**config.mk**
```make
export PLATFORM = sky130hd
export DESIGN_NAME = mux161_rr_arbiter
export DESIGN_NICKNAME = d
export VERILOG_FILES = /design/src/rtl/mux161_arb_pkg.sv /design/src/rtl/mux161_rr_arbiter_rr_pick.sv /design/src/rtl/mux161_rr_arbiter.sv
export SDC_FILE = /design/constraint.sdc
export NUM_CORES = 1
export LEC_CHECK = 0
export BUFFER_PORTS_ARGS = -buffer_cell sky130_fd_sc_hd__buf_2
export CAP_MARGIN = 10
export CORE_MARGIN = 2
export CORE_UTILIZATION = 60
export CTS_CLUSTER_SIZE = 16
export DETAILED_ROUTE_END_ITERATION = 8
export PLACE_DENSITY = 0.82
export RECOVER_POWER = 100
export SLEW_MARGIN = 0
export SYNTH_ARGS = -nofsm -noshare
export SYNTH_HDL_FRONTEND = slang
export SYNTH_SLANG_ARGS = --single-unit
```
**constraint.sdc**
```tcl
create_clock -name clk -period 7.83 [get_ports clk]
set_input_delay 2.349 -clock clk [delete_from_list [all_inputs] [get_ports clk]]
set_output_delay 2.349 -clock clk [all_outputs]
set_load 0.01 [all_outputs]
```
**src/rtl/mux161_arb_pkg.sv**
```systemverilog
// Shared types and constants for the round-robin 16:1 mux select arbiter.
package mux161_arb_pkg;

  localparam int unsigned N_REQ_DEF = 16;
  localparam int unsigned SEL_W_DEF = 4;
  localparam int unsigned HOLD_W    = 8;

  typedef enum logic [1:0] {
    IDLE = 2'd0,
    BUSY = 2'd1,
    GAP  = 2'd2
  } arb_state_e;

endpackage

```
**src/rtl/mux161_rr_arbiter_rr_pick.sv**
```systemverilog
// Circular priority search: first requester at or above ptr, wrapping to 0.
module rr_pick #(
  parameter int unsigned N_REQ = 16,
  parameter int unsigned SEL_W = 4
) (
  input  logic [N_REQ-1:0] req,
  input  logic [SEL_W-1:0] ptr,
  output logic             found,
  output logic [SEL_W-1:0] idx
);

  logic [SEL_W-1:0] cand;

  // Scan offsets from farthest to nearest so the nearest hit wins.
  always_comb begin
    found = |req;
    idx   = ptr;
    cand  = ptr;
    for (int k = N_REQ - 1; k >= 0; k--) begin
      cand = ptr + SEL_W'(k);
      if (req[cand]) idx = cand;
    end
  end

endmodule

```
**src/rtl/mux161_rr_arbiter.sv**
```systemverilog
// Round-robin arbiter driving the select of a shared 16:1 mux with a held grant.
// Optional hold-timeout preemption is enabled by defining MUX161_ARB_TIMEOUT_EN.
import mux161_arb_pkg::*;

module mux161_rr_arbiter #(
  parameter int unsigned N_REQ    = N_REQ_DEF,
  parameter int unsigned SEL_W    = SEL_W_DEF,
  parameter int unsigned MAX_HOLD = 8
) (
  input  logic             clk,
  input  logic             rst_n,
  input  logic [N_REQ-1:0] req,
  output logic [N_REQ-1:0] gnt,
  output logic [SEL_W-1:0] sel,
  output logic             busy,
  output logic             preempt
);

  if (N_REQ < 2 || N_REQ > 16 || N_REQ != (32'(1) << SEL_W)) begin : g_bad_n_req
    $error("mux161_rr_arbiter: N_REQ must be a power of two in 2..16 equal to 2**SEL_W");
  end
  if (MAX_HOLD < 1 || MAX_HOLD > 255) begin : g_bad_max_hold
    $error("mux161_rr_arbiter: MAX_HOLD must be in 1..255");
  end

  arb_state_e       state_q, state_n;
  logic [SEL_W-1:0] ptr_q, ptr_n;
  logic [N_REQ-1:0] gnt_n;
  logic [SEL_W-1:0] sel_n;
  logic             busy_n;
  logic             found;
  logic [SEL_W-1:0] idx;

  rr_pick #(.N_REQ(N_REQ), .SEL_W(SEL_W)) u_pick (
    .req   (req),
    .ptr   (ptr_q),
    .found (found),
    .idx   (idx)
  );

`ifdef MUX161_ARB_TIMEOUT_EN
  localparam logic [HOLD_W-1:0] HOLD_LIM = HOLD_W'(MAX_HOLD);
  logic [HOLD_W-1:0] hold_q, hold_n, hold_sat;
  logic              preempt_n;
  logic              others;

  assign hold_sat = (hold_q >= HOLD_LIM) ? HOLD_LIM : hold_q + HOLD_W'(1);
  assign others   = |(req & ~gnt);
`else
  assign preempt = 1'b0;
`endif

  // Next-state and next-output logic; GAP re-arbitrates exactly like IDLE.
  always_comb begin
    state_n = state_q;
    ptr_n   = ptr_q;
    gnt_n   = gnt;
    sel_n   = sel;
    busy_n  = busy;
`ifdef MUX161_ARB_TIMEOUT_EN
    hold_n    = hold_q;
    preempt_n = 1'b0;
`endif
    case (state_q)
      IDLE, GAP: begin
        if (found) begin
          sel_n   = idx;
          gnt_n   = N_REQ'(1) << idx;
          busy_n  = 1'b1;
          state_n = BUSY;
`ifdef MUX161_ARB_TIMEOUT_EN
          hold_n  = '0;
`endif
        end else begin
          gnt_n   = '0;
          busy_n  = 1'b0;
          state_n = IDLE;
        end
      end
      BUSY: begin
        if (!req[sel]) begin
          gnt_n   = '0;
          busy_n  = 1'b0;
          ptr_n   = sel + SEL_W'(1);
          state_n = GAP;
        end
`ifdef MUX161_ARB_TIMEOUT_EN
        else if (hold_sat >= HOLD_LIM && others) begin
          gnt_n     = '0;
          busy_n    = 1'b0;
          ptr_n     = sel + SEL_W'(1);
          preempt_n = 1'b1;
          state_n   = GAP;
        end else begin
          hold_n = hold_sat;
        end
`endif
      end
      default: begin
        gnt_n   = '0;
        busy_n  = 1'b0;
        state_n = IDLE;
      end
    endcase
  end

  always_ff @(posedge clk or negedge rst_n) begin
    if (!rst_n) begin
      state_q <= IDLE;
      ptr_q   <= '0;
      gnt     <= '0;
      sel     <= '0;
      busy    <= 1'b0;
`ifdef MUX161_ARB_TIMEOUT_EN
      hold_q  <= '0;
      preempt <= 1'b0;
`endif
    end else begin
      state_q <= state_n;
      ptr_q   <= ptr_n;
      gnt     <= gnt_n;
      sel     <= sel_n;
      busy    <= busy_n;
`ifdef MUX161_ARB_TIMEOUT_EN
      hold_q  <= hold_n;
      preempt <= preempt_n;
`endif
    end
  end

endmodule

```
[Word-level counts from Yosys, hierarchy flattened]
Index checks and enable logic that the tools add are counted.
Cells by class
  $add $sub $neg: 16
  multiply operators: 0
  div/mod/pow operators: 0
  $lt $le $gt $ge: 17
  eq/ne operators: 3
  shifts and indexed selects: 1
  muxes and demuxes: 59
  bitwise gates (word level): 1
  reduce and logical (&&, ||, !) cells: 5
Operator list (count)
  4-bit by 5-bit less-than comparator with 1-bit output (second input constant): 17
  1-bit binary-select mux with 4-bit select: 17
  4-bit 2-to-1 mux: 16
  4-bit adder (second input constant): 8
  16-bit 2-to-1 mux: 2
  16-bit one-hot mux with 2 select lines: 1
  1-bit 2-to-1 mux: 20
  4-bit by 3-bit adder with 4-bit output (second input constant): 4
  16-bit OR reduction: 1
  1-bit by 4-bit << shifter with 16-bit output (first input constant): 1
  4-bit by 1-bit adder with 4-bit output (second input constant): 2
  4-bit by 2-bit adder with 4-bit output (second input constant): 2
  2-bit one-hot mux with 2 select lines: 1
  2-bit AND reduction: 2
  2-bit by 1-bit == test with 1-bit output (second input constant): 1
  2-bit == test (second input constant): 1
  2-bit logical NOT: 1
  2-bit 2-to-1 mux: 1
  2-bit inequality test (second input constant): 1
  1-bit one-hot mux with 2 select lines: 1
  2-bit OR reduction: 1
  1-bit NOT: 1
Storage, ports and cells
  bits in registers: 27
  bits in latches: 0
  RAM bits: 0
  bits in read-only memories: 0
  logic and storage cells: 107
  memories: 0

[Logic depth before layout (Yosys ltp)]
Gate-level depths: netlist (run 1).
  depth after elaboration: 22
  depth in mapped cells: 16
  gate-level depth less buffers: 11

[By module]
A second synthesis (run 1) with hierarchy kept.
Unflattened totals
  cell total of the unflattened synthesis: 368
  area total of the unflattened synthesis: 3681.0 um2
Modules (own cells, without submodules)
  rr_pick: instances 1, cells each 266, area each 2357.3 um2, sequential area each 0.0 um2
  mux161_rr_arbiter: instances 1, cells each 102, area each 1323.8 um2, sequential area each 675.6 um2

[Worst setup path before layout (run 1)]
No wires, ideal clock.
  path type: input-to-reg
  start point: input req[12]
  end point: register gnt[2]
  arrival time: 4.778 ns
  slack: 2.930 ns
  stages: 9
  path through: mux4_2 > mux2_2 > mux2i_4 > o211ai_1 > a211o_1 > o31a_1 > o311ai_4 > nor2_2 > a32o_1
Between the ends
  cells in the longest elaborated chain, start to end: 21
  elaborated cells on any way between the ends: 55
Ends and longest elaborated chain
  from (decl): line mux161_rr_arbiter.sv:12  | input logic [N_REQ-1:0] req,
  1-bit binary-select mux with 4-bit select: line mux161_rr_arbiter_rr_pick.sv:21  | if (req[cand]) idx = cand;
  1-bit 2-to-1 mux (implied by the code): line mux161_rr_arbiter_rr_pick.sv:21
  4-bit 2-to-1 mux (16 in a row): line mux161_rr_arbiter_rr_pick.sv:21
  1-bit by 4-bit << shifter with 16-bit output: line mux161_rr_arbiter.sv:68  | gnt_n = N_REQ'(1) << idx;
  16-bit 2-to-1 mux: line mux161_rr_arbiter.sv:66  | if (found) begin
  16-bit one-hot mux with 2 select lines: line mux161_rr_arbiter.sv:64  | case (state_q)
  to (signal assigned): line mux161_rr_arbiter.sv:121  | gnt <= gnt_n;
  to (decl): line mux161_rr_arbiter.sv:13  | output logic [N_REQ-1:0] gnt,
Several ways; a longest one is shown, not always the timed one. The select of a mux whose other input is x is not followed.
A chain may end at the register's enable or synchronous reset.

[Final worst setup path (run 1)]
  start point: input req[3]
  end point: register gnt[9]
Same word-level chain as after synthesis.

==> results of run 1 <==
critical path: cells and delay by family:
family,cells,cell delay [ns]
compound gates,5,2.01
buf+inv,1,0.16
simple gates,1,0.35
mux,3,1.43
Yosys cell counts (2+ instances only):
library cell	count	area share
nand4_1	3	0.0054
a32o_1	12	0.034
and2_1	4	0.0072
nor4_1	5	0.0090
o22ai_1	3	0.0054
mux4_2	26	0.17
nor3b_1	3	0.0065
mux2i_2	3	0.012
or3_1	2	0.0036
xnor2_2	2	0.0093
dfrtp_1	27	0.19
o211ai_1	3	0.0065
a31oi_1	2	0.0036
nor2b_1	2	0.0036
clkbuf_1	10	0.011
nand2_1	24	0.026
a22oi_1	2	0.0043
a21o_1	3	0.0065
a211o_1	2	0.0050
o221ai_1	3	0.0075
mux2_2	21	0.068
inv_1	14	0.015
a221oi_1	7	0.018
a221o_1	2	0.0057
a32o_2	4	0.013
buf_2	8	0.011
a211oi_1	2	0.0043
nor3_1	3	0.0043
o2111ai_1	3	0.0075
nand3_1	5	0.0072
a21oi_1	11	0.016
mux2i_1	30	0.086
a22o_1	2	0.0050
or2_2	2	0.0036
xor2_1	5	0.013
xnor2_1	9	0.023
o21ai_0	14	0.020
clkinv_1	2	0.0022
ha_1	8	0.029
nor2_1	14	0.015
o211a_1	2	0.0057
nand2b_1	5	0.0090
cell type report:
| class | count | area (sq um) |
|---|---|---|
| clock buffer | 3 | 41.3 |
| sequential | 27 | 676 |
| fill | 458 | 1930 |
| clock inverter | 1 | 7.51 |
| timing repair buffer | 41 | 184 |
| tap | 72 | 90.1 |
| multi-input combinational | 282 | 2580 |
| inverter | 17 | 63.8 |
stage by stage:
stage / util / instance area [sq um] / hold slack, ns / worst slack (ns) / instances
2_1_floorplan: - / 3490 / 0.479 / 2.93 / 347
3_3_place_gp: 0.659 / 3670 / 0.459 / 2.48 / 439
3_5_place_dp: 0.659 / 3670 / 0.477 / 2.48 / 439
4_1_cts: 0.668 / 3720 / 0.495 / 2.75 / 443
5_1_grt: 0.654 / 3650 / 0.509 / 1.57 / 443
6_report: 0.654 / 3650 / 0.493 / 1.74 / 443
state kept, by name (all words and copies together), names as in the netlist:
name     cells
busy         1
gnt         16
ptr_q        4
sel          4
state_q      2
kinds of logic (layout without fill, tap and decap cells):
| logic type | Yosys count | in the layout | share of synthesized area |
|---|---|---|---|
| compound gates | 95 | 95 | 0.219 |
| flops | 27 | 27 | 0.194 |
| simple gates | 81 | 81 | 0.121 |
| other cells | 1 | 1 | 0.00108 |
| xor+xnor | 16 | 16 | 0.0445 |
| buf+inv | 38 | 62 | 0.0517 |
| fa+ha+maj | 8 | 8 | 0.0287 |
| mux | 81 | 81 | 0.340 |
worst min-delay path by stage:
stage,cells after the start,startpoint,endpoint,slack (ns)
after global routing,1,gnt[15],gnt[15],0.51
after global placement,1,busy,busy,0.46
after detailed placement,1,gnt[15],gnt[15],0.48
after floorplan,1,state_q[1],state_q[1],0.48
after CTS,1,busy,busy,0.50
final,1,busy,busy,0.49
layer usage:
layer	global-route usage	vias to the layer above	wire [microns]
met5	0	-	0
met3	0.0404	21	650
met4	0.0729	0	168
met1	0.469	1537	4290
li1	-	1435	-
met2	0.500	162	4590
==> impl_metrics.py, run 1 <==
metrics = {
    "status": {
        "status": "completed",
    },
    "worst_hold_path": {
        "holdCritPathClass": "flip-flop to flip-flop",
    },
    "timing": {
        "slew_headroom": 0.0789,
        "worst_pin_slew_ns": 1.38,
        "slew_violations": 0,
        "setup_viol": 0,
        "fmax_ghz": 0.164,
        "setup_tns_ns": 0,
        "min_period_ns": 6.09,
        "finalCritPeriodShare": 0.778,
        "grt_setup_unrepaired": "no",
        "finClkSkew_ns": 0.00353,
        "hold_violations": 0,
    },
    "synth": {
        "ys_types": 75,
        "synth_edf_count": 0,
        "synth_nets": 373,
        "synth-main-ff-cell": "dfrtp_1",
        "post_synth.cell_area_avg_sq_um": 10.0,
        "netlist_area_sq_mm": 0.00349,
        "synth_cells": 347,
        "ys_warn_count": 0,
        "synthArstFlopShare": 1.00,
        "ys_seq_area_frac": 0.194,
        "ys_ff_latch": 27,
    },
    "cts": {
        "clk_latency_ns": 0.27,
        "cts.clk_slew.worst_paths_ns": 0.09,
        "numClockSinks": 27,
        "clockRootBuffer": "clkbuf_8",
        "cts_tree": "done",
        "htree_levels": 1,
        "cts_resized": 0,
        "cts_buffers": 3,
        "cts_buffer_depth": 2,
        "hold_buffers": 0,
        "cts_setup_buffers": 0,
    },
    "route": {
        "dr.pass1.iters": 5,
        "viasPerCell": 7.12,
        "drc_errors": 0,
        "vias": 3155,
        "routed_wl_mm": 9.70,
        "drtAntennaViolNets": 0,
        "drt-initial-drc-count": 242,
        "wl_per_cell_microns": 21.9,
    },
    "floorplanning": {
        "floorplan.initialDensity": 0.626,
        "die_h_microns": 80.2,
        "die_area_sq_mm": 0.00644,
        "fp.dieW_microns": 80.2,
        "core_sq_mm": 0.00557,
        "ios": 40,
        "num_rows": 27,
    },
    "worst_setup_path": {
        "critPathCapture": "gnt[9]",
        "cpPeakStageDelay_ns": 1.09,
        "crit_path_start_kind": "primary input",
        "reg2regPathDepth": 12,
        "setup.worst_path.end_class": "flip-flop",
        "worstSetupPathType": "primary input to flip-flop",
        "slowest_stage": "o311ai_0",
        "reg2reg_from": "ptr_q[0]",
        "r2r_setup_slack_ns": 2.46,
        "worstPathRequired_ns": 8.04,
        "path_cells": "clkbuf_1 -> mux4_2 -> mux2_1 -> mux2i_1 -> o211ai_1 -> a211o_1 -> o31a_1 -> o311ai_0 -> and2_0 -> a32o_1",
        "worstSetupStartpoint": "req[3]",
        "path_max_fanout": 8,
        "rr_endpoint": "gnt[9]",
        "arrival_ns": 6.30,
    },
    "global_routing": {
        "overflow": 0,
        "grt_pass1_wl_mm": 15.7,
        "antenna_found_initial": 0,
        "track_usage": 0.318,
        "grt_max_degree": 34,
        "first_global_vias": 3023,
    },
    "layout": {
        "final_common_cell": "mux2i_1",
        "layout_common_cells": "31 x mux2i_1, 27 x dfrtp_1, 26 x mux4_2",
        "areaGrowthSynthToFinish_pct": 4.59,
        "drive_above_1_share": 0.226,
        "nets": 398,
        "diodes": 0,
    },
    "placement": {
        "io_buffer_count": 38,
        "dp_hpwl_mm": 7.16,
        "gp_congestion": 1.04,
    },
    "flow_run": {
        "cap_violations": 0,
    },
}
Power of run 1 is not shown: default switching activity piles up to over one toggle a cycle in this logic, so the estimate is an artifact.
==> run 2, diff against run 1 <==
- clock period: 7.83 -> 5.63 ns (I/O delays scaled with it)
==> impl_metrics.py, run 2 (synthesis results as in run 1) <==
metrics = {
    "global_routing": {
        "track_usage": 0.312,
        "grt_pass1_wl_mm": 15.6,
        "overflow": 0,
        "antenna_found_initial": 0,
        "first_global_vias": 3013,
        "grt_max_degree": 34,
    },
    "cts": {
        "clockRootBuffer": "clkbuf_8",
        "numClockSinks": 27,
        "cts.clk_slew.worst_paths_ns": 0.10,
        "cts_resized": 0,
        "clk_latency_ns": 0.28,
        "htree_levels": 1,
        "cts_setup_buffers": 0,
        "hold_buffers": 0,
        "cts_buffer_depth": 2,
        "cts_buffers": 3,
        "cts_tree": "done",
    },
    "worst_setup_path": {
        "worstPathRequired_ns": 5.85,
        "path_max_fanout": 9,
        "setup.worst_path.end_class": "flip-flop",
        "crit_path_start_kind": "primary input",
        "worstSetupPathType": "primary input to flip-flop",
        "arrival_ns": 5.05,
    },
    "timing": {
        "fmax_ghz": 0.207,
        "min_period_ns": 4.83,
        "finalCritPeriodShare": 0.859,
        "slew_violations": 0,
        "finClkSkew_ns": 0.00826,
        "setup_viol": 0,
        "grt_setup_unrepaired": "no",
        "setup_tns_ns": 0,
        "worst_pin_slew_ns": 1.40,
        "hold_violations": 0,
        "slew_headroom": 0.0662,
    },
    "layout": {
        "regMostFlops": "gnt",
        "largest_register_ffs": 16,
        "final-instance-count-excl-fill": 444,
        "areaGrowthSynthToFinish_pct": 5.67,
        "final_common_cell": "mux2i_1",
        "diodes": 0,
        "reg_top3": "gnt (16), ptr_q (4), sel (4)",
        "fin_util": 0.661,
        "nets": 399,
        "drive_above_1_share": 0.234,
        "fin_area_sq_mm": 0.00368,
        "layout_common_cells": "31 x mux2i_1, 27 x dfrtp_1, 26 x mux4_2",
    },
    "floorplanning": {
        "core_sq_mm": 0.00557,
        "num_rows": 27,
        "fp.dieW_microns": 80.2,
        "floorplan.initialDensity": 0.626,
        "die_h_microns": 80.2,
        "ios": 40,
        "die_area_sq_mm": 0.00644,
    },
    "route": {
        "drtAntennaViolNets": 0,
        "routed_wl_mm": 9.53,
        "dr.pass1.iters": 5,
        "vias": 3176,
        "viasPerCell": 7.15,
        "wl_per_cell_microns": 21.5,
        "drt-initial-drc-count": 308,
        "drc_errors": 0,
    },
    "worst_hold_path": {
        "holdCritPathClass": "flip-flop to flip-flop",
    },
    "flow_run": {
        "cap_violations": 0,
    },
    "status": {
        "status": "completed",
    },
    "placement": {
        "gp_congestion": 1.01,
        "io_buffer_count": 38,
        "dp_hpwl_mm": 7.16,
        "placed_area_sq_mm": 0.00368,
        "post-place-cells": 440,
    },
}
run 2: per-layer routing:
metal  share of wire  wire, microns  up-vias  global-route usage
met5               0              0        -                   0
met4           0.022            213        0              0.0678
met3           0.059            561       25              0.0337
met2            0.47           4450      141               0.491
met1            0.45           4300     1573               0.467
li1                -              -     1437                   -
run 2: layout make-up:
class / instances / area (sq um)
Clock buffer: 3 / 41.3
Clock inverter: 1 / 8.76
Fill cell: 465 / 1890
Inverter: 17 / 63.8
Multi-Input combinational cell: 282 / 2610
Sequential cell: 27 / 676
Tap cell: 72 / 90.1
Timing Repair Buffer: 42 / 191
run 2: critical path: stages:
cell and delay [ns]:
clkbuf_1 0.17, mux4_2 0.56, mux2_1 0.38, mux2i_1 0.59, mux2i_1 0.16, o221ai_1 0.19
a21oi_1 0.17, a21o_1 0.20, a31oi_1 0.64, a32o_2 0.29
run 2: worst paths after layout:
kind | depth (start not counted) | endpoint | slack [ns] | startpoint
min in group asynchronous | 1 | gnt[2] | 1.72 | rst_n
max | 10 | gnt[1] | 0.80 | req[7]
max reg2reg | 11 | gnt[1] | 1.15 | ptr_q[1]
min | 1 | busy | 0.49 | busy
max in group asynchronous | 1 | gnt[8] | 3.09 | rst_n
min reg2reg | 1 | busy | 0.49 | busy
run 2: through the flow:
stage / hold slack [ns] / setup slack (ns)
floorplan: 0.479 / 1.39
global placement: 0.456 / 0.875
detailed placement: 0.464 / 0.816
CTS: 0.488 / 1.11
global route: 0.514 / 0.559
finish: 0.489 / 0.795
Power of run 2 is left out for the same reason.
==> run 3, diff against run 2 <==
- PLACE_DENSITY: 0.82 -> 0.85
==> impl_metrics.py, run 3 (synthesis results as in run 1) <==
metrics = {
    "floorplanning": {
        "floorplan.initialDensity": 0.626,
        "fp.dieW_microns": 80.2,
        "num_rows": 27,
        "die_h_microns": 80.2,
        "ios": 40,
        "core_sq_mm": 0.00557,
        "die_area_sq_mm": 0.00644,
    },
    "route": {
        "dr.pass1.iters": 5,
        "routed_wl_mm": 9.75,
        "drt-initial-drc-count": 328,
        "drc_errors": 0,
        "viasPerCell": 7.47,
        "wl_per_cell_microns": 22.0,
        "drtAntennaViolNets": 0,
        "vias": 3307,
    },
    "worst_setup_path": {
        "path_cells": "clkinv_1 -> ha_1 -> a21boi_0 -> xnor2_1 -> mux4_2 -> nand2_1 -> xnor2_1 -> a21oi_1 -> or3_1 -> a31oi_1 -> a32o_2",
        "cpPeakStageDelay_ns": 0.89,
        "worstPathRequired_ns": 5.85,
        "setup.worst_path.end_class": "flip-flop",
        "crit_path_frequent_cell": "xnor2_1",
        "critical-path-top-delay-family": "compound AO/OA/AOI/OAI gates",
        "arrival_ns": 5.09,
        "slowest_stage": "dfrtp_1",
        "critical_path_buf_inv_count": 1,
        "worstSetupPathType": "flip-flop to flip-flop",
        "crit_path_start_kind": "flip-flop",
        "path_max_fanout": 20,
    },
    "cts": {
        "cts.clk_slew.worst_paths_ns": 0.09,
        "cts_resized": 0,
        "hold_buffers": 0,
        "cts_tree": "done",
        "clk_latency_ns": 0.27,
        "htree_levels": 1,
        "cts_setup_buffers": 0,
        "cts_buffers": 3,
        "clockRootBuffer": "clkbuf_8",
        "numClockSinks": 27,
        "cts_buffer_depth": 2,
    },
    "flow_run": {
        "cap_violations": 0,
    },
    "placement": {
        "gp_congestion": 0.965,
        "io_buffer_count": 38,
        "dp_hpwl_mm": 7.26,
    },
    "timing": {
        "grt_setup_unrepaired": "no",
        "worst_pin_slew_ns": 1.40,
        "hold_violations": 0,
        "fmax_ghz": 0.205,
        "finalCritPeriodShare": 0.865,
        "slew_violations": 0,
        "setup_viol": 0,
        "finClkSkew_ns": 0.00304,
        "min_period_ns": 4.87,
        "setup_tns_ns": 0,
        "slew_headroom": 0.0684,
    },
    "layout": {
        "nets": 398,
        "largest_register_ffs": 16,
        "areaGrowthSynthToFinish_pct": 5.38,
        "reg_top3": "gnt (16), ptr_q (4), sel (4)",
        "drive_above_1_share": 0.229,
        "fill_cells": 452,
        "diodes": 0,
        "fin_util": 0.659,
        "final_common_cell": "mux2i_1",
        "regMostFlops": "gnt",
        "layout_common_cells": "30 x mux2i_1, 27 x dfrtp_1, 26 x mux4_2",
    },
    "global_routing": {
        "antenna_found_initial": 0,
        "first_global_vias": 3150,
        "grt_pass1_wl_mm": 15.8,
        "overflow": 0,
        "track_usage": 0.315,
        "grt_max_degree": 35,
    },
    "worst_hold_path": {
        "holdCritPathClass": "flip-flop to flip-flop",
    },
    "status": {
        "status": "completed",
    },
}
## run 3: cell count changes in the layout (fill, tap and decap cells not counted)
cell        delta
buf_4          -1
nor2_1         +1
nor2_2         -1
clkinvlp_4     +1
inv_6          -1
mux2i_2        +1
and2b_1        +1
and2b_4        -1
mux2i_1        -1
## run 3: worst paths after layout
kind / startpoint / endpoint / slack (ns) / cells past startpoint
min reg2reg: gnt[15] / gnt[15] / 0.50 / 1
min in group asynchronous: rst_n / gnt[2] / 1.72 / 1
max: ptr_q[2] / gnt[0] / 0.76 / 11
max reg2reg: ptr_q[2] / gnt[0] / 0.76 / 11
max in group asynchronous: rst_n / gnt[6] / 3.10 / 1
min: gnt[15] / gnt[15] / 0.50 / 1
## run 3: cell type report
cell class	instances	area [sq um]	area share
multi-input cells	282	2610	0.711
flip-flops and latches	27	676	0.184
repair buffers	41	184	0.0501
well taps	72	90.1	0.0245
inverters	17	63.8	0.0174
clock buffers	3	41.3	0.0112
clock inverters	1	7.51	0.00204
## run 3: routing by layer
layer / track usage / share of wire
met5: 0 / 0
met4: 0.110 / 0.026
met3: 0.0449 / 0.097
met2: 0.503 / 0.48
met1: 0.441 / 0.40
## run 3: through the flow
step | hold WS (ns) | cell area (sq um) | instances | setup WS [ns]
3_3_place_gp | 0.457 | 3670 | 439 | 0.921
4_1_cts | 0.496 | 3720 | 443 | 1.06
2_1_floorplan | 0.479 | 3490 | 347 | 1.39
6_report | 0.496 | 3670 | 443 | 0.757
3_5_place_dp | 0.477 | 3670 | 439 | 0.901
5_1_grt | 0.522 | 3670 | 443 | 0.534
Power of run 3 is left out for the same reason.
